File: config.mk
export PLATFORM = sky130hd
export DESIGN_NAME = clkdiv_ratio_ctrl
export DESIGN_NICKNAME = d
export VERILOG_FILES = /design/src/rtl/clkdiv_ratio_ctrl.sv
export SDC_FILE = /design/constraint.sdc
export NUM_CORES = 1
export LEC_CHECK = 0
export ABC_AREA = 1
export CAP_MARGIN = 30
export CORE_ASPECT_RATIO = 1.2
export CORE_MARGIN = 10
export CORE_UTILIZATION = 30
export CTS_CLUSTER_DIAMETER = 200
export DETAILED_ROUTE_END_ITERATION = 10
export SETUP_SLACK_MARGIN = 0.4
export SYNTH_ARGS = -nofsm -noshare
export SYNTH_HDL_FRONTEND = slang
export SYNTH_SLANG_ARGS = --single-unit
export TNS_END_PERCENT = 20
File: constraint.sdc
create_clock -name clk -period 1.85 [get_ports clk]
set_input_delay 0.37 -clock clk [delete_from_list [all_inputs] [get_ports clk]]
set_output_delay 0.37 -clock clk [all_outputs]
set_load 0.005 [all_outputs]
File: src/rtl/clkdiv_ratio_ctrl.sv
// Runtime-programmable 50%-duty clock divider with a glitch-free ratio-change handshake.
// Odd-ratio support (falling-edge phase) is built only when CLKDIV_CTRL_ODD_EN is defined.
module clkdiv_ratio_ctrl #(
    parameter int W = 4,
`ifdef CLKDIV_CTRL_ODD_EN
    parameter int DEFAULT_DIV = 7
`else
    parameter int DEFAULT_DIV = 8
`endif
) (
    input  logic         clk,
    input  logic         rst_n,
    input  logic         req_valid,
    input  logic [W-1:0] req_ratio,
    output logic         req_ready,
    output logic         req_err,
    output logic         busy,
    output logic [W-1:0] ratio_act,
    output logic         clk_out
);

    typedef enum logic [1:0] {
        ST_RUN    = 2'd0,
        ST_PEND   = 2'd1,
        ST_SETTLE = 2'd2
    } state_t;

    localparam logic [W-1:0] DEF_RATIO = W'(DEFAULT_DIV);
    localparam logic [W-1:0] DEF_CNT   = W'(DEFAULT_DIV - 1);
    localparam logic [W-1:0] ONE       = W'(1);
    localparam logic [W-1:0] TWO       = W'(2);

    state_t       state_q, state_d;
    logic [W-1:0] cnt_q, cnt_d;
    logic [W-1:0] ratio_q, ratio_d;
    logic [W-1:0] pend_q, pend_d;
    logic         ph_p_q, ph_p_d;
    logic         err_q, err_d;
    logic         at_end;
    logic         xfer;
    logic         req_legal;

    always_comb begin
        at_end = (cnt_q == (ratio_q - ONE));
        xfer   = req_valid && (state_q == ST_RUN);
`ifdef CLKDIV_CTRL_ODD_EN
        req_legal = (req_ratio >= TWO);
`else
        req_legal = (req_ratio >= TWO) && !req_ratio[0];
`endif
    end

    always_comb begin
        state_d = state_q;
        pend_d  = pend_q;
        ratio_d = ratio_q;
        err_d   = 1'b0;
        cnt_d   = at_end ? '0 : (cnt_q + ONE);

        case (state_q)
            ST_RUN: begin
                if (xfer) begin
                    if (req_legal) begin
                        pend_d  = req_ratio;
                        state_d = ST_PEND;
                    end else begin
                        err_d = 1'b1;
                    end
                end
            end
            ST_PEND: begin
                // Swap only on the last count of a period: clk_out is low there.
                if (at_end) begin
                    ratio_d = pend_q;
                    state_d = ST_SETTLE;
                end
            end
            ST_SETTLE: begin
                if (at_end) begin
                    state_d = ST_RUN;
                end
            end
            default: begin
                state_d = ST_RUN;
            end
        endcase

        // Phase uses the ratio in force after this edge so the new period starts high.
        ph_p_d = (cnt_d < (ratio_d >> 1));
    end

    always_ff @(posedge clk or negedge rst_n) begin
        if (!rst_n) begin
            state_q <= ST_RUN;
            cnt_q   <= DEF_CNT;
            ratio_q <= DEF_RATIO;
            pend_q  <= DEF_RATIO;
            ph_p_q  <= 1'b0;
            err_q   <= 1'b0;
        end else begin
            state_q <= state_d;
            cnt_q   <= cnt_d;
            ratio_q <= ratio_d;
            pend_q  <= pend_d;
            ph_p_q  <= ph_p_d;
            err_q   <= err_d;
        end
    end

`ifdef CLKDIV_CTRL_ODD_EN
    logic ph_n_q, ph_n_d;

    assign ph_n_d = ph_p_q;

    always_ff @(negedge clk or negedge rst_n) begin
        if (!rst_n) begin
            ph_n_q <= 1'b0;
        end else begin
            ph_n_q <= ph_n_d;
        end
    end

    // Odd ratios stretch the high phase by half a cycle via the falling-edge copy.
    assign clk_out = ratio_q[0] ? (ph_p_q | ph_n_q) : ph_p_q;
`else
    assign clk_out = ph_p_q;
`endif

    assign req_ready = (state_q == ST_RUN);
    assign busy      = (state_q != ST_RUN);
    assign req_err   = err_q;
    assign ratio_act = ratio_q;

endmodule
[Word level (Yosys, flattened, before mapping)]
Cells that the tools add are included.
Widths: inputs -> output; s select.
Storage, ports and cells
  bits in registers: 16
  input port bits: 7
Operators by class
  add/sub/neg operators: 2
  $lt $le $gt $ge: 2
  equal/unequal tests: 7
  multiplexer cells: 11
  reductions and logical operators: 8
Operators with widths (number)
  $mux 4: 3
  $mux 2: 4
  $pmux 2 s3: 1
  $add 4x1->4 const B: 1
  $eq 4x4->1: 1
  $ge 4x2->1 const B: 1
  $lt 4x3->1: 1
  $ne 2x1->1 const B: 2
  $ne 2x2->1 const B: 2
  $reduce_and 4->1: 1
  $sub 4x1->4 const B: 1
  $mux 1: 3
  $reduce_and 3->1: 1
  $eq 2x1->1 const B: 1
  $eq 2x2->1 const B: 1
  $logic_and 1x1->1: 2
  $logic_not 2->1: 1
  $reduce_and 2->1: 1
  $reduce_bool 2->1: 1
  $logic_not 1->1: 1

[Depth between registers and ports, before layout]
  depth in word-level cells: 5
  mapped depth: 15
  gate-level depth less buffers: 15

[Least setup slack after synthesis]
OpenSTA, ideal clock, no wires.
  path kind: flip-flop to flip-flop
  start point: register ratio_q[0], in the netlist ratio_act[0]
  end point: register ph_p_q, in the netlist clk_out
  arrival: 1.965 ns
  path slack: -0.188 ns
  stages on the path, launching flop included: 13
  period minus slack after synthesis: 2.038 ns
  cell sequence: dfrtp_1 inv_2 ha_1 xor2_1 nand2_1 nor2_4 nand3_2 or2_0 o21ai_1 ha_1 nand2_1 nand2_1 a21oi_2
Between the ends
  cells in the longest elaborated chain, start to end: 5
Ends and longest elaborated chain
  start, declared: line 35  | logic [W-1:0] ratio_q, ratio_d;
  start signal, assigned: line 103  | ratio_q <= ratio_d;
  $sub 4x1->4 *: line 44  | at_end = (cnt_q == (ratio_q - ONE));
  $eq 4x4->1 *: line 44
  $mux 4: line 73  | if (at_end) begin
  $mux 4: line 60  | case (state_q)
  $lt 4x3->1 *: line 89  | ph_p_d = (cnt_d < (ratio_d >> 1));
  via ph_p_d: line 37  | logic ph_p_q, ph_p_d;
  end signal, assigned: line 105  | ph_p_q <= ph_p_d;
  end, declared: line 37
Mark *: on every way through the listed nets, which the timed path passes. The rest lies on a longest branch.
A chain may end at the register's enable or synchronous reset.

[Worst setup path after layout]
  start point: register ratio_q[1], in the netlist ratio_act[1]
  end point: register ph_p_q, in the netlist clk_out
Between the ends
  cells in the longest elaborated chain, start to end: 5
Ends and longest elaborated chain (line)
  $sub 4x1->4: 44
  $eq 4x4->1: 44
  $mux 4: 73
  $mux 4: 60
  $lt 4x3->1 *: 89
  via ph_p_d: 37
Marked as above.

==> results.md <==
- DRT Pass-1 Iters: 4
- Area delta synth->final: 48.0%
- Remaining global-route overflow: 0
- Max Cap Viol: 0
- Peak supply drop: 0.732 mV
- P per Cell Area: 1950 nW/µm²
- Final worst-path cycle share: 108%
- Final net count: roughly 150
- Worst R2R Setup Slack: -150 ps
- Post-synth cell types: 23
- Most frequent CP cell: nand2_1
- Core Util, Final: 45.4%
- Fin crit period: 2000 ps
- Drt wl/cell: 10.6 µm
- Mapped Area: ~850 µm²
- DRT iter0 DRCs: 26
- Initial Utilization: a little under a third
- Vias: 729
- Max Slew Vio Count: 0
- Wirelength, routed: 1850 µm
- HP Class: input pin to asynchronous set/reset pin
- Inserted Diodes: 0
- Synthesized Nets: 115
- PnR worst setup slack: -149 ps
- Static leakage: 0.673 nW
- DIE AREA: 5360 µm²
- Post-Layout Cell Count: approximately 180
- Vias per Instance: between 4 and 5
- I/O pin count: 15
- Yosys reg bits: 16
- Core Area: 2760 µm²
- Worst EP required: 2060 ps
- WP buf/inv: 1
- Initial antenna violation count: 0
- Maximum clock rate: 500 MHz
- Final setup vio count: 1
- # rows: 21
- Root Buffer: clkbuf_4
- Most common cell after layout, fill and taps aside: nand2_1
- Largest net degree at the start of global routing: 17
- Worst EP arrival: around 2200 ps
- Die Y: 78.2 µm
- Cells after synthesis: 104
- Global-route wire length before repair: 3120 µm
- Die W: 68.5 µm
- Post-DP HPWL: 1440 µm
- DR DRC count: 0
- Actual slew at the worst max-slew pin: 259 ps
- Global placer's final weighted congestion: 0.769
- Worst skew pair latency: 280 ps
- Cell total after placement: 165
- RSZ-0062 raised after global routing: true
- Syn_area_per_cell: 8.14 µm²
- Seq/Total Area, Yosys: 48.0%
- Longest Clk Path Bufs: 2
- Final hold vios: 0
- TritonCTS buffer count: 3
- Final hold slack: 391 ps
- Crit Path Category: flop to flop
- Worst Skew: 5.91 ps
- Global Route Usage Sum: 7.32%
- Yosys warnings: 0
- Htree depth: 1
- Status: finished with violations
- Clock transition at the registers of the reported paths: 100 ps
- # fillers: 283
- Worst-path fanout max: 4
- Critical path endpoint category: flop
- Crit path largest cell delay: 370 ps
- Worst setup SP type: flop
- CP cell instances: inv_2 -> ha_4 -> xor2_1 -> nand2_1 -> nor2_4 -> nand3_2 -> or2_0 -> o21ai_1 -> ha_1 -> nand2_1 -> nand2_1 -> a21oi_2
- Clk sink count: 16
- Fin Setup TNS: -149 ps
- Failing checks: setup timing
- CP max stage cell: dfrtp_1
- Post-route ant nets: 0
- Cell family with most CP delay: simple AND/OR/NAND/NOR gates
- CTS tree: built
- Max_slew headroom: 82.6%
- IO buf count: 14
- Commonest cells after routing, fill and taps aside: nand2_1, inv_1, buf_4
- Vias in the first global route: just under 800
- Dpl ws: -150 ps
- Layout cells sized above 1: 37.6%
## area by class of cell
cell class                      instances  area (µm²)  area share [%]
Multi-Input combinational cell         66         413            32.9
Timing Repair Buffer                   33         283            22.6
Sequential cell                        16         407            32.4
Inverter                               22        82.6            6.59
Tap cell                               34        42.5            3.39
Clock buffer                            4        26.3            2.10
## per-layer routing
layer	global-route usage [%]	share of wire, %
met5	0	0
met4	3.63	0.76
met3	1.85	5.2
met2	12.7	50
met1	7.82	44
## where the power goes
part / internal [mW] / total [mW] / switching (mW) / leakage, nW
combinational: 0.814 / 1.59 / 0.772 / 0.467
clock: 0.0836 / 0.191 / 0.108 / 0.0150
sequential: 0.552 / 0.665 / 0.112 / 0.191
## sequential cells by signal (all words and copies together), names as in the netlist
register   count
state_q        2
req_err        1
clk_out        1
ratio_act      4
pend_q         4
cnt_q          4
## final timing paths
kind,from,end,cells past startpoint
worst max-delay path,ratio_act[1],clk_out,12
worst min-delay path,rst_n,pend_q[1],2
worst max register to register,ratio_act[1],clk_out,12
worst min register to register,pend_q[3],pend_q[3],2
max in group asynchronous,rst_n,ratio_act[3],2
min in group clk,pend_q[3],pend_q[3],2
## cells by family (layout without fill, tap and decap cells)
logic type / count (synthesis) / after routing / share of synthesized area [%]
flip-flops: 16 / 16 / 48.0
AO/OA/AOI/OAI: 6 / 6 / 4.43
adder cells (fa/ha/maj): 4 / 4 / 5.91
XOR/XNOR: 3 / 3 / 3.10
buffers and inverters: 22 / 59 / 9.75
AND/OR/NAND/NOR: 53 / 53 / 28.8
## timing repair
action / in CTS / in global routing
setup buffers: 5 / 1
setup endpoints to repair: 16 / 14
pin swaps: 7 / 4
hold buffers: 0 / 0
gates resized for setup: 26 / 10
## worst register-to-register path, cell delays in order, from the launching register on
cell and delay (ps):
dfrtp_1 370, inv_2 60, ha_4 250, xor2_1 140, nand2_1 100, nor2_4 130, nand3_2 100, or2_0 210
o21ai_1 110, ha_1 250, nand2_1 60, nand2_1 60, a21oi_2 100
## synth_stat cells, drive strengths merged
library cell | number | area share, %
a21oi | 2 | 1.6
and2 | 1 | 0.74
dfrtp | 11 | 32
dfstp | 5 | 16
ha | 4 | 5.9
inv | 22 | 9.7
nand2 | 31 | 15
nand3 | 8 | 5.3
nand4 | 1 | 0.74
nor2 | 9 | 5.2
o21ai | 4 | 2.8
or2 | 3 | 2.2
xnor2 | 1 | 1.0
xor2 | 2 | 2.1
## per-stage QoR
step | power, mW | instance area [µm²]
after global routing | 2.68 | 1250
final | 2.44 | 1250
after CTS | 2.34 | 1210
after global placement | 2.01 | 1140
after detailed placement | 2.05 | 1140
after floorplan | 1.47 | 860
Note: power is estimated with default switching activity, not from simulation.
==> RTL change 1 (same flow settings) <==
Re-encode `state_t` (3 states) as one-hot, 3 bits wide.
--- a/src/rtl/clkdiv_ratio_ctrl.sv
+++ b/src/rtl/clkdiv_ratio_ctrl.sv
@@ -21,6 +21,6 @@
 
-    typedef enum logic [1:0] {
-        ST_RUN    = 2'd0,
-        ST_PEND   = 2'd1,
-        ST_SETTLE = 2'd2
+    typedef enum logic [2:0] {
+        ST_RUN    = 3'b001,
+        ST_PEND   = 3'b010,
+        ST_SETTLE = 3'b100
     } state_t;
Function: same outputs for any inputs over 10 cycles, from zero or initial values and one cycle with rst_n low; not proved beyond that.
==> RTL change 1 against the original RTL <==
  * The flow still finishes with violations (setup timing)
  * Count of clock-buffer cells in the layout is the same
  * Die area grew 6.7%
  * Sequential cell count grew 1
  * Worst setup slack gained 32 ps
  * Synthesized area grew 9.3%
  * Routed wire length grew 8.7%
  * Cell area grew 5.8%
  * Largest cell class unchanged
  * First-iteration DRC count shrank 73%
  * Largest power group unchanged
  * Power shrank 20%
==> RTL change 1: results (changes against the original RTL) <==
status finished, violations left (unchanged); failing checks setup timing (unchanged); worst path arrival time 2190 ps (was 2210 ps); reg2reg end clk_out (unchanged); inverters 24 (was 22); Clock buf/inv share 1.981% (was 2.096%); Nets 160 (was 153); Fill cells 303 (was 283); P_int 1169 uW (was 1450 uW); DR WL/cell 10.95 um (was 10.59 um); gr usage total 7.464% (was 7.318%); Post-synth top cells 32 x nand2_1, 21 x inv_1, 11 x dfrtp_1 (was 28 x nand2_1, 18 x inv_1, 11 x dfrtp_1); Final setup viols 1 (unchanged); Initial DRT Pass Iterations 4 (unchanged); Slowest cell on crit path dfrtp_1 (unchanged); GP Congestion 0.6951 (was 0.7688); Compound-Gate Fraction of Synth Area 5.135% (was 4.431%); P_seq 611 uW (was 665 uW); Critical R2R Launch ratio_act[1] (unchanged); Final Worst Setup Slack -116.8 ps (was -149.1 ps); VDD IR max 744.5 uV (was 731.9 uV); clock slew at reported path FFs 100 ps (about the same); count of cell types in the netlist 25 (was 23); diodes inserted 0 (unchanged); Design Power 1942 uW (was 2442 uW); Final non-clock buffer share 20.28% (was 22.55%); routed vias/inst 4.397 (was 4.166); setup_tns -116.8 ps (was -149.1 ps); Plain + repair buffers 30 (was 33); Slew @ Worst Pin 376.9 ps (was 259.4 ps); worst hold path type input pin to async pin (unchanged); worst r2r path cells 14 (was 12); #MultiIn Comb 73 (was 66); XOR/XNOR Fraction of Synth Area 1.892% (was 3.102%); Combinational Power Share 58.5% (was 64.9%); Post-synth ARST share 100.0% (unchanged); number of port buffers 14 (unchanged); largest net degree at the start of global routing 18 (was 17); Syn Nets 125 (was 115); Crit Path Max Fanout 3 (was 4); layout cell share with drive strength beyond 1 40.54% (was 37.59%); Pleak 0.0006943 uW (was 0.0006729 uW); fraction of area in multi-input gates 34.72% (was 32.93%); Setup Skew 7.841 ps (was 5.908 ps); vias in the first global route 873 (was 791); count of flip-flops and latches 17 (was 16); largest cells by area after synthesis dfrtp_1 30%, dfstp_2 17%, nand2_1 13% (was dfrtp_1 32%, dfstp_2 16%, nand2_1 12%); dpl hpwl 1.650 mm (was 1.441 mm); Sequential Area 432.9 sq um (was 406.6 sq um); DRT iter0 DRCs 7 (was 26); adder and majority gate portion of the synthesized area 5.405% (was 5.908%); first-pass GRT wire length 3.581 mm (was 3.118 mm); Seq/Total Area, Yosys 46.76% (was 48.01%)
==> RTL change 1: metrics by stage <==
stage	hold WS (ps)	instance area, sq um	cells	worst slack (ps)
6_report	389.0	1326	184	-116.8
4_1_cts	391.0	1269	184	-136.7
2_1_floorplan	74.41	942.2	114	-29.94
5_1_grt	384.2	1326	184	-244.4
3_5_place_dp	485.1	1217	176	-152.3
3_3_place_gp	461.2	1217	176	-92.11
==> RTL change 1: how the worst max path moves through the flow <==
stage,start,endpoint,slack (ps),cells past startpoint
floorplan,ratio_act[0],clk_out,-30,14
global placement,ratio_act[1],clk_out,-90,17
detailed placement,ratio_act[1],clk_out,-150,17
CTS,ratio_act[1],clk_out,-140,14
global route,ratio_act[1],clk_out,-240,14
finish,ratio_act[1],clk_out,-120,14
==> RTL change 1: cell families (layout without fill, tap and decap cells) <==
family / Yosys count / count (layout)
and+or+nand+nor: 59 / 59
buffers and inverters: 24 / 58
DFF: 17 / 17
AOI/OAI and AO/OA: 8 / 8
adders and majority gates: 4 / 4
xor gates and xnor gates: 2 / 2
==> RTL change 1: worst reg2reg max path, delay by kind of cell, from the launching register on <==
family / cells / cell delay [ps]
AO/OA/AOI/OAI: 2 / 160
adder cells (fa/ha/maj): 2 / 520
buffers and inverters: 3 / 220
flip-flops: 1 / 380
AND/OR/NAND/NOR: 7 / 630
==> RTL change 1: per-layer routing <==
metal  wire (um)  vias up  GRT usage (%)
met5           0        -              0
met4          12        0          2.907
met3          98        2          2.073
met2        1183       13          14.97
met1         720      378          6.918
li1            -      416              -
==> RTL change 1: what timing repair did <==
| item | CTS | global route |
|---|---|---|
| resized for setup | 23 | 20 |
| setup endpoints to repair | 15 | 14 |
| pin swaps | 3 | 2 |
| buffers inserted | 4 | 0 |
| gates cloned | 0 | 0 |
==> RTL change 2 (same flow settings) <==
Without the edit above. `W`: 4 -> 3.
--- a/src/rtl/clkdiv_ratio_ctrl.sv
+++ b/src/rtl/clkdiv_ratio_ctrl.sv
@@ -3,3 +3,3 @@
 module clkdiv_ratio_ctrl #(
-    parameter int W = 4,
+    parameter int W = 3,
 `ifdef CLKDIV_CTRL_ODD_EN
Ports: changed (resized ratio_act and req_ratio); port bits go from 15 to 13. The function was not compared with the original's and may differ.
==> RTL change 2 against the original RTL <==
  * Routed wire length decreased by 27%
  * Worst setup slack improved by 240 ps
  * Via count decreased by 22%
  * Sequential power is 23% lower
  * Power shrank 26%
  * Synthesized area is 17% lower
  * Global-route usage down 1.5 points
  * Sequential cell count down 3
  * Cell area down 20%
  * Largest power group unchanged
==> RTL change 2: results (changes against the original RTL) <==
worst path required time 2050 ps; Pleak 0.0005763 uW (was 0.0006729 uW); Bufs on Longest Clock Path 2 (unchanged); Post-synth ARST share 100.0% (unchanged); number of port buffers 12 (was 14); DR WL/cell 9.949 um (was 10.59 um); first-pass GRT wire length 2.263 mm (was 3.118 mm); Post-DP Area 892.1 sq um (was 1140 sq um); clock share of power 9.3% (was 7.8%); routed vias/inst 4.154 (was 4.166); Crit Path Class flip-flop to flip-flop (unchanged); number of flops mapped to enable cells by yosys 0 (unchanged); Initial DRT Pass Iterations 4 (unchanged); worst hold path type input pin to async pin (unchanged); # hold bufs at CTS 0 (unchanged); Syn Nets 89 (was 115); Post-synth top cells 18 x inv_1, 18 x nand2_1, 10 x dfrtp_1 (was 28 x nand2_1, 18 x inv_1, 11 x dfrtp_1); largest net degree at the start of global routing 14 (was 17); GP Congestion 0.7498 (was 0.7688); layout cell share with drive strength beyond 1 38.10% (was 37.59%); Main synth FF type dfrtp_1 (unchanged); count of cell types in the netlist 23 (unchanged); DRT iter0 DRCs 3 (was 26); dpl hpwl 1.052 mm (was 1.441 mm); Slew @ Worst Pin 578.0 ps (was 259.4 ps); initial antenna violation count 0 (unchanged); Place WS 34.61 ps (was -150.3 ps); diodes inserted 0 (unchanged); P_int 1058 uW (was 1450 uW); worst-skew pair later-pin latency ~270 ps; Crit Path Max Fanout 3 (was 4); TritonCTS Buffers 3 (unchanged); VDD IR max 736.0 uV (was 731.9 uV); gr usage total 5.857% (was 7.318%); Nets 115 (was 153); yosys warns 0 (unchanged); Setup Skew 0.2574 ps (was 5.908 ps); clock slew at reported path FFs 70 ps (was 100 ps); status complete, no violations (was finished, violations left); CTS H-tree lvls 1 (unchanged); Fill cells 216 (was 283); CTS Root Cell clkbuf_4 (unchanged); Seq/Total Area, Yosys 46.63% (was 48.01%); vias in the first global route 579 (was 791); largest cells by area after synthesis dfrtp_1 35%, dfstp_2 11%, inv_1 9.6% (was dfrtp_1 32%, dfstp_2 16%, nand2_1 12%)
-- RTL change 2: worst paths after layout --
kind	from	to	slack [ps]	depth (start not counted)
min	rst_n	clk_out	470	1
min in group clk	pend_q[2]	pend_q[2]	480	2
max reg2reg	ratio_act[0]	clk_out	100	11
min reg2reg	pend_q[2]	pend_q[2]	480	2
max	ratio_act[0]	clk_out	100	11
max in group asynchronous	rst_n	ratio_act[2]	980	1
-- RTL change 2: cell type report --
class                      count  area (sq um)  area share [%]
tap                           31         38.79           3.846
timing repair buffer          21         201.4           19.98
inverter                      20         75.07           7.444
sequential                    13         330.3           32.75
clock buffer                   4         26.28           2.605
multi-input combinational     47         336.6           33.37
-- RTL change 2: metrics by stage --
step | power, uW | util (%) | hold slack (ps) | cells
after CTS | 1798 | 43.16 | 481.9 | 135
after global routing | 2008 | 44.65 | 504.4 | 136
final | 1817 | 44.65 | 465.6 | 136
after detailed placement | 1492 | 39.50 | 467.8 | 125
after floorplan | 1189 | - | 74.41 | 80
after global placement | 1465 | 39.50 | 467.4 | 125
-- RTL change 2: logic make-up (layout without fill, tap and decap cells) --
family	count (synthesis)	after routing	synth area share (%)
compound gates	8	8	6.560
xor+xnor	1	1	1.241
fa+ha+maj	3	3	5.320
buf+inv	20	45	10.64
flops	13	13	46.63
simple gates	35	35	29.61
-- RTL change 2: repair_timing --
| item | 4_1_cts | 5_1_grt |
|---|---|---|
| resized for setup | 6 | 15 |
| buffers inserted | 6 | 1 |
| setup endpoints to repair | 10 | 15 |
| pin swaps | 6 | 10 |
-- RTL change 2: power groups by stage --
stage               registers [uW]  logic, uW  clock network, uW
finish                         513       1130                169
global route                   527       1290                187
CTS                            516       1110                176
detailed placement             517        975                  0
global placement               514        951                  0
floorplan                      509        680                  0
-- RTL change 2: routing by layer --
metal,part of all wire (%),global-route usage (%),up-vias
li1,-,-,293
met1,40,5.443,258
met2,53,11.18,10
met3,4.1,1.843,4
met4,2.5,2.857,0
met5,0,0,-
-- RTL change 2: critical path, cell delays in order (launching register included) --
cell and delay (ps):
dfrtp_1 360, inv_2 60, ha_4 270, inv_2 30
nand2_2 60, nand2_4 60, nor2_8 100, nand3_4 70
or2_1 240, o21ai_2 70, ha_1 240, a21oi_1 120
